**src/rtl/i2c_arbiter.sv**
```systemverilog
// Round-robin arbiter sharing one i2c byte engine between NREQ requesters,
// with NACK retry, a per-attempt watchdog and a one-cycle response pulse.
module i2c_arbiter #(
    parameter  int NREQ      = 3,
    parameter  int NBYTES    = 3,
    parameter  int MAX_RETRY = 2,
    parameter  int TIMEOUT   = 2_000_000,
    localparam int NBW       = $clog2(NBYTES + 1)
) (
    input  logic                     clk_i,
    input  logic                     rst_i,
    input  logic [NREQ-1:0]          req_i,
    input  logic [NREQ*NBW-1:0]      req_nbytes_i,
    input  logic [NREQ*NBYTES*8-1:0] req_data_i,
    output logic [NREQ-1:0]          grant_o,
    output logic [NREQ-1:0]          ack_o,
    output logic [NBYTES-1:0]        rsp_status_o,
    output logic [1:0]               rsp_err_o,
    output logic                     busy_o,
    output logic                     send_o,
    output logic [NBW-1:0]           nbytes_o,
    output logic [NBYTES*8-1:0]      data_o,
    input  logic                     ready_i,
    input  logic                     done_i,
    input  logic [NBYTES-1:0]        status_i
);
    localparam int          RW  = (NREQ > 1) ? $clog2(NREQ) : 1;
    localparam int          DW  = NBYTES * 8;
    localparam int          WDW = $clog2(TIMEOUT);
    localparam int          RTW = $clog2(MAX_RETRY + 2);
    localparam int unsigned NR  = NREQ;
    localparam int unsigned NB  = NBYTES;
    // The counter is compared one step early so that ack_o lands TIMEOUT cycles after send_o.
    localparam logic [WDW-1:0] WD_LAST   = WDW'(TIMEOUT - 2);
    localparam logic [RTW-1:0] RETRY_MAX = RTW'(MAX_RETRY);
    localparam logic [RW-1:0]  LAST_RST  = RW'(NREQ - 1);

    typedef enum logic [2:0] {IDLE, ISSUE, WAIT, HOLD, RESP} state_t;

    state_t            state_q;
    logic [RW-1:0]     last_q;
    logic [RTW-1:0]    retry_q;
    logic [WDW-1:0]    wdog_q;
    logic              bad_q;
    logic [NREQ-1:0]   grant_q;
    logic [NREQ-1:0]   ack_q;
    logic [NBYTES-1:0] status_q;
    logic [1:0]        err_q;
    logic              send_q;
    logic [NBW-1:0]    nbytes_q;
    logic [DW-1:0]     data_q;

    logic              win_vld_d;
    logic [RW-1:0]     win_d;
    logic [NBW-1:0]    win_nbytes_d;
    logic [DW-1:0]     win_data_d;
    logic              win_bad_d;
    logic [NBYTES-1:0] mask_d;
    logic              all_ack_d;

    always_comb begin
        win_vld_d = 1'b0;
        win_d     = '0;
        for (int unsigned k = 1; k <= NR; k++) begin
            int unsigned idx;
            idx = (32'(last_q) + k) % NR;
            if (!win_vld_d && req_i[idx]) begin
                win_vld_d = 1'b1;
                win_d     = RW'(idx);
            end
        end
        win_nbytes_d = req_nbytes_i[win_d*NBW +: NBW];
        win_data_d   = req_data_i[win_d*DW +: DW];
        win_bad_d    = (win_nbytes_d == '0) || (win_nbytes_d > NBW'(NBYTES));
        mask_d       = '0;
        for (int unsigned k = 0; k < NB; k++) begin
            mask_d[k] = (k < 32'(nbytes_q));
        end
        all_ack_d = ((status_i & mask_d) == mask_d);
    end

    always_ff @(posedge clk_i) begin
        if (rst_i) begin
            state_q  <= IDLE;
            last_q   <= LAST_RST;
            retry_q  <= '0;
            wdog_q   <= '0;
            bad_q    <= 1'b0;
            grant_q  <= '0;
            ack_q    <= '0;
            status_q <= '0;
            err_q    <= '0;
            send_q   <= 1'b0;
            nbytes_q <= '0;
            data_q   <= '0;
        end else begin
            send_q <= 1'b0;
            ack_q  <= '0;
            case (state_q)
                IDLE: begin
                    if (ready_i && win_vld_d) begin
                        grant_q  <= NREQ'(1) << win_d;
                        last_q   <= win_d;
                        nbytes_q <= win_nbytes_d;
                        data_q   <= win_data_d;
                        retry_q  <= '0;
                        status_q <= '0;
                        err_q    <= '0;
                        bad_q    <= win_bad_d;
                        send_q   <= !win_bad_d;
                        state_q  <= ISSUE;
                    end
                end
                ISSUE: begin
                    wdog_q <= '0;
                    if (bad_q) begin
                        err_q   <= 2'b11;
                        ack_q   <= grant_q;
                        state_q <= RESP;
                    end else begin
                        state_q <= WAIT;
                    end
                end
                WAIT: begin
                    if (wdog_q != '1) wdog_q <= wdog_q + 1'b1;
                    if (done_i) begin
                        status_q <= status_i;
                        if (all_ack_d) begin
                            err_q   <= 2'b00;
                            ack_q   <= grant_q;
                            state_q <= RESP;
                        end else if (retry_q < RETRY_MAX) begin
                            retry_q <= retry_q + 1'b1;
                            state_q <= HOLD;
                        end else begin
                            err_q   <= 2'b01;
                            ack_q   <= grant_q;
                            state_q <= RESP;
                        end
                    end else if (wdog_q == WD_LAST) begin
                        err_q   <= 2'b10;
                        ack_q   <= grant_q;
                        state_q <= RESP;
                    end
                end
                HOLD: begin
                    if (ready_i) begin
                        send_q  <= 1'b1;
                        state_q <= ISSUE;
                    end
                end
                RESP: begin
                    grant_q <= '0;
                    state_q <= IDLE;
                end
                default: state_q <= IDLE;
            endcase
        end
    end

    assign grant_o      = grant_q;
    assign ack_o        = ack_q;
    assign rsp_status_o = status_q;
    assign rsp_err_o    = err_q;
    assign busy_o       = (state_q != IDLE);
    assign send_o       = send_q;
    assign nbytes_o     = nbytes_q;
    assign data_o       = data_q;
endmodule

```
**config.mk**
```make
export PLATFORM = sky130hd
export DESIGN_NAME = i2c_arbiter
export DESIGN_NICKNAME = d
export VERILOG_FILES = /design/src/rtl/i2c_arbiter.sv
export SDC_FILE = /design/constraint.sdc
export NUM_CORES = 1
export LEC_CHECK = 0
export CORE_UTILIZATION = 40
export DETAILED_ROUTE_END_ITERATION = 10
export GPL_TIMING_DRIVEN = 0
export PLACE_DENSITY = 0.72
export RECOVER_POWER = 100
export SYNTH_ARGS = -nofsm -noshare
export SYNTH_HDL_FRONTEND = slang
export SYNTH_SLANG_ARGS = --single-unit
```
**constraint.sdc**
```tcl
create_clock -name clk_i -period 3.3 [get_ports clk_i]
set_input_delay 0.66 -clock clk_i [delete_from_list [all_inputs] [get_ports clk_i]]
set_output_delay 0.66 -clock clk_i [all_outputs]
set_load 0.1 [all_outputs]
```
* After elaboration in Yosys (flattened, before gate mapping) *
Index checks and enable logic that the tools add are counted.

storage, ports and cells
  register bits = 67
  bits in latches = 0
  memory bits (writable) = 0
  ROM bits = 0
  logic and storage cells = 117
  memories kept = 0

operators by class
  add/sub/neg operators = 5
  $mul = 1
  divide/modulo/power cells = 3
  order comparisons = 8
  equality and inequality tests = 16
  shift operators = 3
  muxes and demuxes = 47
  bitwise logic cells = 1
  reduce and logical (&&, ||, !) cells = 21

operators with widths
  cell                                                                   number
  32-bit by 3-bit < comparator with 1-bit output, second input constant  3
  32-bit by 2-bit modulo with 32-bit output, second input constant       3
  72-bit by 8-bit variable part select with 24-bit output                1
  3-bit 2-to-1 mux                                                       15
  21-bit one-hot mux with 2 select lines                                 1
  2-bit 2-to-1 mux                                                       12
  21-bit by 1-bit adder with 21-bit output, second input constant        1
  21-bit equality test, second input constant                            1
  21-bit 2-to-1 mux                                                      1
  21-bit != test, second input constant                                  1
  3-bit one-hot mux with 2 select lines                                  3
  2-bit != test, second input constant                                   7
  3-bit one-hot mux with 4 select lines                                  1
  5-bit AND reduction                                                    2
  1-bit 2-to-1 mux                                                       8
  2-bit by 2-bit adder with 3-bit output, second input constant          2
  1-bit binary-select mux with 2-bit select                              3
  3-bit by 2-bit equality test with 1-bit output, second input constant  2
  2-bit one-hot mux with 3 select lines                                  1
  2-bit AND reduction                                                    3
  3-bit AND reduction                                                    2
  2-bit nonzero test                                                     3
  3-bit nonzero test                                                     2
  6-bit by 4-bit variable part select with 2-bit output                  1
  21 further kinds                                                       26

* Logic depth before layout (Yosys ltp) *
Gate-level depths: netlist of the first run.

  depth in word-level cells = 17
  mapped depth = 10

* Worst setup path after synthesis of the first run *
OpenSTA, ideal clock, no wires.

  path type = flip-flop to flip-flop
  start = register last_q[0]
  end = register nbytes_q[1] (netlist: nbytes_o[1])
  arrival = 2.134 ns
  required time = 3.169 ns
  path slack = 1.034 ns
  cell stages (with the launch flop) = 11
  path buffers = 2
  cell sequence = dfxtp_1 > inv_1 > ha_1 > buf_6 > or3b_1 > o211ai_2 > o2bb2ai_4 > buf_6 > mux2_1 > nor2_1 > o32ai_1

on the way
  cells in the longest elaborated chain, start to end = 13
  elaborated cells between the ends (all ways) = 25
  classes of those cells = add/sub (3); div (3); shift (1); mux (12); reduce/logical (6)

RTL lines
  element                                                                                             line  source
  start: declaration                                                                                  41    logic [RW-1:0] last_q;
  start signal: assignment                                                                            103   last_q <= win_d;
  parallel branches: the longest is 13 deep, another holds 32-bit by 2-bit modulo with 32-bit output  --
  end signal: assignment                                                                              104   nbytes_q <= win_nbytes_d;
  end: declaration                                                                                    50    logic [NBW-1:0] nbytes_q;

Several ways; the timed one is not identified. The select of a mux whose other input is x is not followed.
A chain may end at the register's enable or synchronous reset.

* Worst setup path after layout of the first run *
  start = input req_i[2]
  end = register send_q (netlist: send_o)

on the way
  cells in the longest elaborated chain, start to end = 15
  elaborated cells between the ends (all ways) = 24
  classes of those cells = order compare (1); shift (1); mux (14); reduce/logical (8)

RTL lines
  element                                                             line  source
  start: declaration                                                  12    input logic [NREQ-1:0] req_i,
  1-bit binary-select mux with 2-bit select                           67    if (!win_vld_d && req_i[idx]) begin
  1-bit 2-to-1 mux (not written as such)                              67
  1-bit 2-to-1 mux                                                    67
  1-bit logical NOT                                                   67
  1-bit logical AND                                                   67
  1-bit 2-to-1 mux                                                    67
  1-bit logical NOT                                                   67
  1-bit logical AND                                                   67
  2-bit 2-to-1 mux                                                    67
  6-bit by 4-bit variable part select with 2-bit output               72    win_nbytes_d = req_nbytes_i[win_d*NBW +: NBW];
  2-bit greater-than comparator or 2-bit logical NOT (tied branches)  74    win_bad_d = (win_nbytes_d == '0) || (win_nbytes_d > NBW'(NBYTES));
  1-bit logical OR                                                    74
  1-bit logical NOT                                                   110   send_q <= !win_bad_d;
  1-bit 2-to-1 mux *                                                  101   if (ready_i && win_vld_d) begin
  1-bit one-hot mux with 2 select lines *                             99    case (state_q)
  end signal: assignment                                              110
  end: declaration                                                    49    logic send_q;

Mark *: on every way between the ends. The rest lies on a longest branch, timed or not. The select of a mux whose other input is x is not followed.

==> results of run 1 <==
## registers in the layout, summed over array words and instances, names as in the netlist
signal / cells
ack_o: 3
bad_q: 1
nbytes_o: 2
data_o: 24
state_q: 3
rsp_err_o: 2
send_o: 1
retry_q: 2
wdog_q: 21
last_q: 2
rsp_status_o: 3
grant_o: 3
## routing by layer
metal  vias up  global-route usage  routed length, um
li1       1855                   -                  -
met1      1712               0.249               4310
met2       133               0.369               5150
met3        29              0.0745                793
met4         0               0.122                358
met5         -                   0                  0
## cell families (layout without fill, tap and decap cells)
family | Yosys count | after routing | share of synthesized area
simple gates | 175 | 175 | 0.236
compound gates | 107 | 107 | 0.192
flops | 67 | 67 | 0.357
buf+inv | 36 | 178 | 0.0595
mux | 32 | 32 | 0.0948
xor+xnor | 18 | 18 | 0.0419
fa+ha+maj | 6 | 6 | 0.0200
## area by class of cell
class | count | area, um2 | share of cell area
Clock inverter | 5 | 52.6 | 0.00990
Sequential cell | 67 | 1340 | 0.253
Clock buffer | 11 | 141 | 0.0266
Inverter | 10 | 37.5 | 0.00707
Timing Repair Buffer | 126 | 1260 | 0.238
Buffer | 26 | 183 | 0.0344
Tap cell | 111 | 139 | 0.0262
Multi-Input combinational cell | 338 | 2150 | 0.405
## synthesized netlist by cell type, types with 4 or more instances
library cell,count
mux2i_1,5
dfxtp_1,67
o21ai_1,26
nand4_1,6
o211ai_1,5
and2_1,4
nand3_1,49
ha_1,6
o21ai_0,31
nor3_1,4
o211ai_2,5
nor2_1,61
and3_1,4
xor2_1,17
buf_2,4
nand2_1,19
clkbuf_1,8
or3b_1,4
mux2_1,23
a21oi_1,14
buf_4,4
inv_1,10
buf_6,6
## critical path, delay by kind of cell
family,cells,cell delay (ps)
buffers and inverters,2,880
and+or+nand+nor,1,130
AOI/OAI and AO/OA,4,1230
muxes,1,330
## report_power, final
| group | switching (mW) | internal [mW] |
|---|---|---|
| sequential | 0.108 | 1.01 |
| clock | 0.316 | 0.366 |
| combinational | 2.40 | 1.04 |
## through the flow
| stage | total power, mW | cells | hold slack, ps | setup WS [ps] | cell area (um2) |
|---|---|---|---|---|---|
| global placement | 4.67 | 678 | 445 | 496 | 5160 |
| floorplan | 3.88 | 441 | 453 | 1030 | 3760 |
| detailed placement | 4.71 | 678 | 453 | 462 | 5160 |
| global route | 5.53 | 694 | 489 | 118 | 5310 |
| finish | 5.24 | 694 | 461 | 256 | 5310 |
| CTS | 5.40 | 694 | 462 | 255 | 5360 |
## how the worst max path moves through the flow
stage	cells after the start	slack [ps]	to
2_1_floorplan	10	1030	nbytes_o[1]
3_3_place_gp	7	500	rsp_err_o[1]
3_5_place_dp	7	460	rsp_err_o[1]
4_1_cts	4	260	busy_o
5_1_grt	7	120	grant_o[0]
6_report	8	260	send_o
==> summary.txt, run 1 <==
Synthesis
  – Synth area leaders: dfxtp_1 (36%), mux2_1 (6.9%), nand3_1 (6.5%)
  – Mapped cell area: 3760 um2
  – Asr flop ratio synth: 0
  – Post-synth net total: 535
  – Number of enable flip-flop cells after synthesis: 0
  – Synth warn: 0
  – Top cell type's share of synthesized area: 0.357
  – Sequential share of the synthesized area: 0.357
  – Post-Syn Instances: 441
  – Synth area leader: dfxtp_1
  – Syn avg cell area: 8.53 um2
  – Synth cell types: 65
  – Ys flop type: dfxtp_1
  – Seq cells post-synth: 67

Timing
  – RSZ-0062 raised after global routing: no
  – Endpoints failing setup: 0
  – Max Freq: 329 MHz
  – Final Skew: 8.06 ps
  – Worst-margin pin slew: 1040 ps
  – Hold Vio Cnt, Final: 0
  – Minimum clock period: 3040 ps
  – Final Max Slew Viols: 0
  – Fin Setup TNS: 0 ps
  – Relative slew slack: 0.304
  – Final worst path period share: 0.922

Finish
  – Number of fill cells in the layout: 850
  – Most common cell after layout, fill and taps aside: clkdlybuf4s50_1
  – Final #Nets: 672
  – Layout Utilization: 0.577
  – N_diodes: 0
  – Commonest non-fill, non-tap cells in the layout: clkdlybuf4s50_1 (85), dfxtp_1 (67), nor2_1 (61)
  – Area grow syn2layout: 41.1%
  – Layout cell share with drive strength beyond 1: 0.0772

Route
  – First-pass DRT Iterations: 4
  – Via/cell ratio: 5.37
  – WL per Instance: 15.3 um
  – Drc violations: 0
  – First DRT Iteration DRCs: 139
  – Via count: 3729
  – Drt total wl: 10600 um
  – Post-route ant nets: 0

Hold path
  – Hold Path Depth: 2
  – WHS Endpoint: data_o[9]
  – Hold Crit Start: data_o[9]
  – Hold crit path type: flip-flop to flip-flop

Run
  – Maxcap violations: 0

Placed design
  – Post-DP HPWL: 8170 um
  – Gpl congestion: 0.864
  – Buffers on Ports: 126

Worst setup path
  – Worst r2r path cells: 10
  – Critical path origin: req_i[2]
  – Worst endpoint required time: 3490 ps
  – R2R Path Start: last_q[1]
  – CP max FO: 10
  – Crit start category: input pin
  – Setup crit end kind: flip-flop
  – Reg2reg end: send_o
  – Crit path DAT: 3230 ps
  – CP max stage delay: 860 ps
  – Kind of critical path: input pin to flip-flop
  – Crit path max-delay cell type: o311ai_0
  – Cell breakdown of the critical path: dlygate4sd3_1 -> mux2i_1 -> o21ai_2 -> o311ai_0 -> nor2_4 -> clkbuf_2 -> o211ai_1 -> o21ai_0
  – Reg2reg setup slack: 460 ps

Global route
  – Vias in the first global route: 3660
  – Largest net degree at the start of global routing: 12
  – Tot GR Track Use: 0.221
  – First-pass GRT wire length: 17100 um
  – Initial antenna violation count: 0
  – Global route overflow: 0

Power
  – LEAKAGE: 2.05 nW
  – Worst VDD drop: 0.000582 V
  – Pwr dens: 988 nW/um2

Floorplan
  – Initial core utilization: 0.409
  – Core area: 9200 um2
  – Die outline height: 99.0 um
  – Die W: 99.0 um
  – I/O pin count: 127
  – Site row count: 35
  – Die area: 9800 um2

Clock tree
  – Number of buffers created by CTS: 9
  – Clock latency on the worst-skew pair: 340 ps
  – Clock Path Buffers: 2
  – H-tree Lvls: 3
  – CTS root buf: clkbuf_8
  – PostCTS Resize Cnt: 0
  – Sink Count: 67
  – Clock-pin slew on the worst setup and hold paths: 70 ps
  – Post-CTS Setup Bufs: 0
  – CTS tree: done
  – Hold Buf Count CTS: 0

Run status
  – Status: finished clean
(Power assumes the default switching activity.)
==> run 2, diff against run 1 <==
- CORE_ASPECT_RATIO: not set -> 1.2
==> run 2 against run 1 <==
Power increased by 2.6%; combinational power about the same; global-route usage increased by 1.2 points; wire length increased by 1.7%; maximum frequency decreased by 1.1%; core utilization increased by 1.3 points; sequential share of layout area decreased by 0.22 points; via count increased by 1.1%; first-iteration DRC count decreased by 16%; hold slack got worse by 4.9 ps; critical path type unchanged; critical endpoint is now data_o[20]; largest cell class unchanged; highest routed layer unchanged.
==> summary.txt, run 2 (synthesis gave the netlist of run 1 again) <==
Global route
  – Global route overflow: 0 (unchanged)
  – Vias in the first global route: 3843 (+5.0%)
  – Largest net degree at the start of global routing: 13 (+1)
  – Tot GR Track Use: 0.233 (+0.0116)
  – First-pass GRT wire length: 18100 um (+5.9%)
  – Initial antenna violation count: 0 (unchanged)

Clock tree
  – CTS root buf: clkbuf_8
  – CTS tree: done
  – Clock latency on the worst-skew pair: 350 ps (about the same)
  – PostCTS Resize Cnt: 0 (unchanged)
  – Clock Path Buffers: 2 (unchanged)
  – Number of buffers created by CTS: 9 (unchanged)
  – Hold Buf Count CTS: 0 (unchanged)
  – Sink Count: 67 (unchanged)
  – H-tree Lvls: 3 (unchanged)
  – Clock-pin slew on the worst setup and hold paths: 80 ps (about the same)
  – Post-CTS Setup Bufs: 0 (unchanged)

Worst setup path
  – Cell breakdown of the critical path: clkdlybuf4s50_1 -> mux2i_2 -> o21ai_2 -> o311ai_0 -> buf_6 -> clkbuf_2 -> nand3_1 -> o21ai_0
  – Setup crit end kind: flip-flop
  – Crit path DAT: 3360 ps (+130 ps)
  – Crit path max-delay cell type: o311ai_0
  – Top delay family on crit path: compound AO/OA/AOI/OAI gates
  – Kind of critical path: input pin to flip-flop
  – R2R Path Start: last_q[0]
  – CP max FO: 10 (unchanged)
  – Crit start category: input pin
  – CP max stage delay: 1050 ps (+190 ps)
  – Worst endpoint required time: 3580 ps (+90 ps)
  – Worst Path Buf+Inv: 3 (+1)
  – Reg2reg setup slack: 280 ps (-180 ps)
  – Critical path origin: req_i[2]

Power
  – LEAKAGE: 2.06 nW (+0.73%)
  – Design Power: 5.38 mW (+2.6%)
  – Pwr dens: 1000 nW/um2 (+1.6%)
  – Worst VDD drop: 0.000588 V (+0.95%)

Finish
  – Final #Nets: 672 (unchanged)
  – Max reg flops: 24 (unchanged)
  – Final instance area: 5360 um2 (+0.90%)
  – Commonest non-fill, non-tap cells in the layout: clkdlybuf4s50_1 (85), dfxtp_1 (67), nor2_1 (61)
  – N_diodes: 0 (unchanged)
  – Area grow syn2layout: 42.3%
  – Most common cell after layout, fill and taps aside: clkdlybuf4s50_1
  – Number of fill cells in the layout: 828 (-2.6%)
  – Layout cell share with drive strength beyond 1: 0.0790 (+0.00185)

Placed design
  – Post-DP HPWL: 8440 um (+3.4%)
  – Dpl ws: 499 ps (+36.8 ps)
  – Cell Area, Placed: 5170 um2 (+0.22%)
  – Buffers on Ports: 126 (unchanged)
  – Gpl congestion: 0.866 (+0.16%)

Timing
  – Final Max Slew Viols: 0 (unchanged)
  – Minimum clock period: 3080 ps (+34.3 ps)
  – Final worst path period share: 0.933 (+0.0104)
  – Worst-margin pin slew: 1230 ps (+189 ps)
  – Final WS setup: 222 ps (-34.3 ps)
  – Max Freq: 325 MHz (-1.1%)
  – Final Skew: 14.2 ps (+6.17 ps)
  – RSZ-0062 raised after global routing: no
  – Endpoints failing setup: 0 (unchanged)
  – Relative slew slack: 0.169 (-0.134)
  – Fin Setup TNS: 0 ps (unchanged)
  – Hold Vio Cnt, Final: 0 (unchanged)

Hold path
  – Hold Crit Start: data_o[15]
  – Hold crit path type: flip-flop to flip-flop

Route
  – Via count: 3770 (+1.1%)
  – Via/cell ratio: 5.37 (about the same)
  – Highest routed layer: met4
  – Routed wl met3: 889 um (+12%)
  – Post-route ant nets: 0 (unchanged)
  – Metal-1 WL: 4070 um (-5.6%)
  – First-pass DRT Iterations: 4 (unchanged)
  – Routed met2 length: 5650 um (+9.5%)
  – Drt total wl: 10800 um (+1.7%)
  – Drc violations: 0 (unchanged)
  – WL per Instance: 15.4 um (+0.51%)
  – First DRT Iteration DRCs: 117 (-16%)

Floorplan
  – Die area: 9800 um2 (about the same)
  – Initial core utilization: 0.414 (+0.00519)
  – I/O pin count: 127 (unchanged)
  – Die W: 90.5 um (-8.5%)
  – Die outline height: 108 um (+9.3%)
  – Core area: 9080 um2 (-1.3%)
  – Site row count: 38 (+8.6%)

Run
  – Maxcap violations: 0 (unchanged)

Run status
  – Status: finished clean
==> run 2: changes by cell type in the layout (fill, tap and decap cells not counted) <==
cell	delta
buf_2	+1
bufinv_16	+2
clkbuf_1	-1
mux2i_2	+1
mux2i_1	-1
clkbuf_8	-1
clkbuf_2	+1
buf_6	-2
clkinv_2	-3
clkinv_4	+2
==> run 2: metal layers <==
metal / vias up / global-route usage
met5: - / 0
met4: 0 / 0.0818
met3: 18 / 0.0900
met2: 133 / 0.433
met1: 1764 / 0.237
li1: 1855 / -
==> run 2: worst paths after layout <==
path / endpoint / cells past startpoint
setup reg to reg: data_o[20] / 10
setup / recovery: data_o[20] / 8
hold reg to reg: data_o[15] / 2
hold / removal: data_o[15] / 2
==> run 2: area by class of cell <==
type                       instances  area (um2)  area share
multi-input combinational        338        2160       0.403
sequential                        67        1340       0.250
timing repair buffer             126        1260       0.236
buffer                            26         170      0.0318
tap                              120         150      0.0280
clock buffer                       9         124      0.0231
clock inverter                     6         115      0.0215
inverter                          10        37.5     0.00701
==> run 2: metrics by stage <==
stage / cells / util / hold slack, ps
global placement: 687 / 0.570 / 445
global route: 702 / 0.590 / 485
CTS: 702 / 0.596 / 461
finish: 702 / 0.590 / 456
detailed placement: 687 / 0.570 / 454
floorplan: 441 / - / 453
==> run 2: power breakdown <==
part / internal, mW / switching (mW)
logic: 1.02 / 2.40
registers: 1.01 / 0.112
clock network: 0.500 / 0.332
==> run 2: worst reg2reg max path, delay by kind of cell (launching register included) <==
family                     cells  cell delay [ps]
and+or+nand+nor                1              110
AOI/OAI and AO/OA              3             1280
muxes                          1              240
adders and majority gates      1              200
buffers and inverters          4              770
DFF                            1              350
==> run 3, diff against run 2 <==
- CELL_PAD_IN_SITES_DETAIL_PLACEMENT: not set -> 1
- CELL_PAD_IN_SITES_GLOBAL_PLACEMENT: not set -> 1
- CORE_UTILIZATION: 40 -> 36
- PLACE_DENSITY: 0.72 -> not set
- PLACE_DENSITY_LB_ADDON: not set -> 0.12
==> run 3 against run 2 <==
Setup slack lost 59 ps; sequential share of layout area shrank 0.36 points; wire length grew 14%; core utilization shrank 5.2 points; non-clock buffer count is the same; sequential power is essentially flat; via count grew 1.3%; combinational power is essentially flat; power grew 4.2%.
==> summary.txt, run 3 (synthesis gave the netlist of run 1 again) <==
Run status
  – Status: finished clean

Global route
  – Vias in the first global route: 4072 (+6.0%)
  – Global route overflow: 0 (unchanged)
  – M1 GR Usage: 0.256 (+0.0192)
  – Initial antenna violation count: 0 (unchanged)
  – Met2 Usage GRT: 0.436 (+0.00281)
  – First-pass GRT wire length: 20000 um (+11%)
  – GRT met3 Usage: 0.0567 (-0.0333)
  – Tot GR Track Use: 0.239 (+0.00554)
  – GRT Max-Usage Layer: met2
  – Largest net degree at the start of global routing: 11 (-2)

Power
  – Pwr dens: 1030 nW/um2 (+2.7%)
  – LEAKAGE: 2.10 nW (+1.9%)
  – Share of power burned in registers: 0.204 (-0.005)
  – Worst VDD drop: 0.000549 V (-6.6%)
  – Psw: 2.90 mW (+2.1%)
  – Combinational Power Share: 0.615 (-0.021)
  – Sw frac: 0.518 (-0.0108)
  – Design Power: 5.60 mW (+4.2%)
  – Int Pwr: 2.70 mW (+6.6%)
  – Clock power frac: 0.182 (+0.027)

Timing
  – Final WS setup: 163 ps (-58.6 ps)
  – Max Freq: 319 MHz (-1.9%)
  – Final Skew: 4.38 ps (-9.85 ps)
  – Final Max Slew Viols: 0 (unchanged)
  – Final worst path period share: 0.951 (+0.0178)
  – Fin Setup TNS: 0 ps (unchanged)
  – Worst-margin pin slew: 1060 ps (-169 ps)
  – Minimum clock period: 3140 ps (+58.6 ps)
  – Endpoints failing setup: 0 (unchanged)
  – Relative slew slack: 0.290 (+0.120)
  – Hold Vio Cnt, Final: 0 (unchanged)
  – RSZ-0062 raised after global routing: no
  – WHS: 456 ps (+0.157 ps)

Worst setup path
  – Kind of critical path: input pin to flip-flop
  – Setup crit end kind: flip-flop
  – Crit path DAT: 3330 ps (-30 ps)
  – Worst endpoint required time: 3500 ps (-80 ps)
  – R2R Path Start: last_q[1]
  – CP max FO: 10 (unchanged)
  – Critical path origin: req_i[2]
  – Crit start category: input pin

Route
  – First-pass DRT Iterations: 4 (unchanged)
  – Via count: 3819 (+1.3%)
  – First DRT Iteration DRCs: 95 (-19%)
  – Post-route ant nets: 0 (unchanged)
  – Drt total wl: 12300 um (+14%)
  – Via/cell ratio: 5.39 (+0.44%)
  – Drc violations: 0 (unchanged)
  – WL per Instance: 17.3 um (+13%)

Hold path
  – Hold crit path type: flip-flop to flip-flop
  – Hold Crit Start: data_o[6]

Floorplan
  – Die W: 95.3 um (+5.3%)
  – Core area: 10100 um2 (+11%)
  – Die outline height: 114 um (+5.3%)
  – I/O pin count: 127 (unchanged)
  – Die area: 10900 um2 (+11%)
  – Initial core utilization: 0.372 (-0.0421)
  – Site row count: 40 (+5.3%)

Placed design
  – Dpl ws: 405 ps (-93.3 ps)
  – Post-DP HPWL: 9330 um (+10%)
  – Gpl congestion: 0.811 (-6.3%)
  – Buffers on Ports: 126 (unchanged)
  – DP Cell Count: 693 (+0.87%)

Clock tree
  – Number of buffers created by CTS: 9 (unchanged)
  – CTS root buf: clkbuf_16
  – H-tree Lvls: 3 (unchanged)
  – Hold Buf Count CTS: 0 (unchanged)
  – Sink Count: 67 (unchanged)
  – Clock latency on the worst-skew pair: 340 ps (about the same)
  – CTS tree: done
  – Clock-pin slew on the worst setup and hold paths: 50 ps (-30 ps)
  – PostCTS Resize Cnt: 0 (unchanged)
  – Post-CTS Setup Bufs: 0 (unchanged)
  – Clock Path Buffers: 2 (unchanged)

Finish
  – Number of fill cells in the layout: 1210 (+46%)
  – Layout cell share with drive strength beyond 1: 0.0756 (-0.00344)
  – Most common cell after layout, fill and taps aside: clkdlybuf4s50_1
  – Area grow syn2layout: 44.4%
  – Max reg flops: 24 (unchanged)
  – Final non-filler cell total: 708 (+0.85%)
  – Commonest non-fill, non-tap cells in the layout: clkdlybuf4s50_1 (85), dfxtp_1 (67), nor2_1 (61)
  – N_diodes: 0 (unchanged)
  – Final #Nets: 672 (unchanged)

Run
  – Maxcap violations: 0 (unchanged)
[run 3: cell count changes in the layout (fill, tap and decap cells not counted), moves of 2 or more]
| cell | change |
|---|---|
| clkbuf_8 | -5 |
| o21ai_0 | -4 |
| o21ai_1 | +5 |
| clkbuf_16 | +9 |
| bufinv_16 | -2 |
| clkinv_4 | -2 |
[run 3: final timing paths]
path	endpoint	slack, ps	cells after the start
max	nbytes_o[1]	160	8
min	data_o[6]	460	2
max reg2reg	nbytes_o[1]	380	10
min reg2reg	data_o[6]	460	2
[run 3: worst max-delay path, cell delays in order]
cell,delay [ps]
dlygate4sd3_1,640
mux2i_1,300
o21ai_0,160
o311ai_0,880
nor2_4,140
clkbuf_2,250
o21ai_0,160
o32ai_1,130
[run 3: power groups by stage]
stage	Sequential, mW	Clock, mW	Combinational [mW]
2_1_floorplan	2.35	0	1.54
3_3_place_gp	1.15	0	3.55
3_5_place_dp	1.16	0	3.60
4_1_cts	1.15	1.03	3.63
5_1_grt	1.17	1.06	3.66
6_report	1.14	1.02	3.44
[run 3: final cells by class]
class,instances,area [um2],area share
Buffer,26,174,0.0320
Multi-Input combinational cell,338,2150,0.395
Inverter,10,37.5,0.00691
Timing Repair Buffer,126,1260,0.232
Sequential cell,67,1340,0.247
Tap cell,126,158,0.0290
Clock inverter,1,30.0,0.00553
Clock buffer,14,284,0.0523
[run 3: routing by layer]
layer,share of wire,vias to the layer above
met5,0,-
met3,0.055,23
met1,0.40,1853
met2,0.52,95
met4,0.026,0
li1,-,1848
[run 3: metrics by stage]
stage | area [um2] | util
floorplan | 3760 | -
global placement | 5180 | 0.513
detailed placement | 5180 | 0.513
CTS | 5500 | 0.544
global route | 5430 | 0.538
finish | 5430 | 0.538
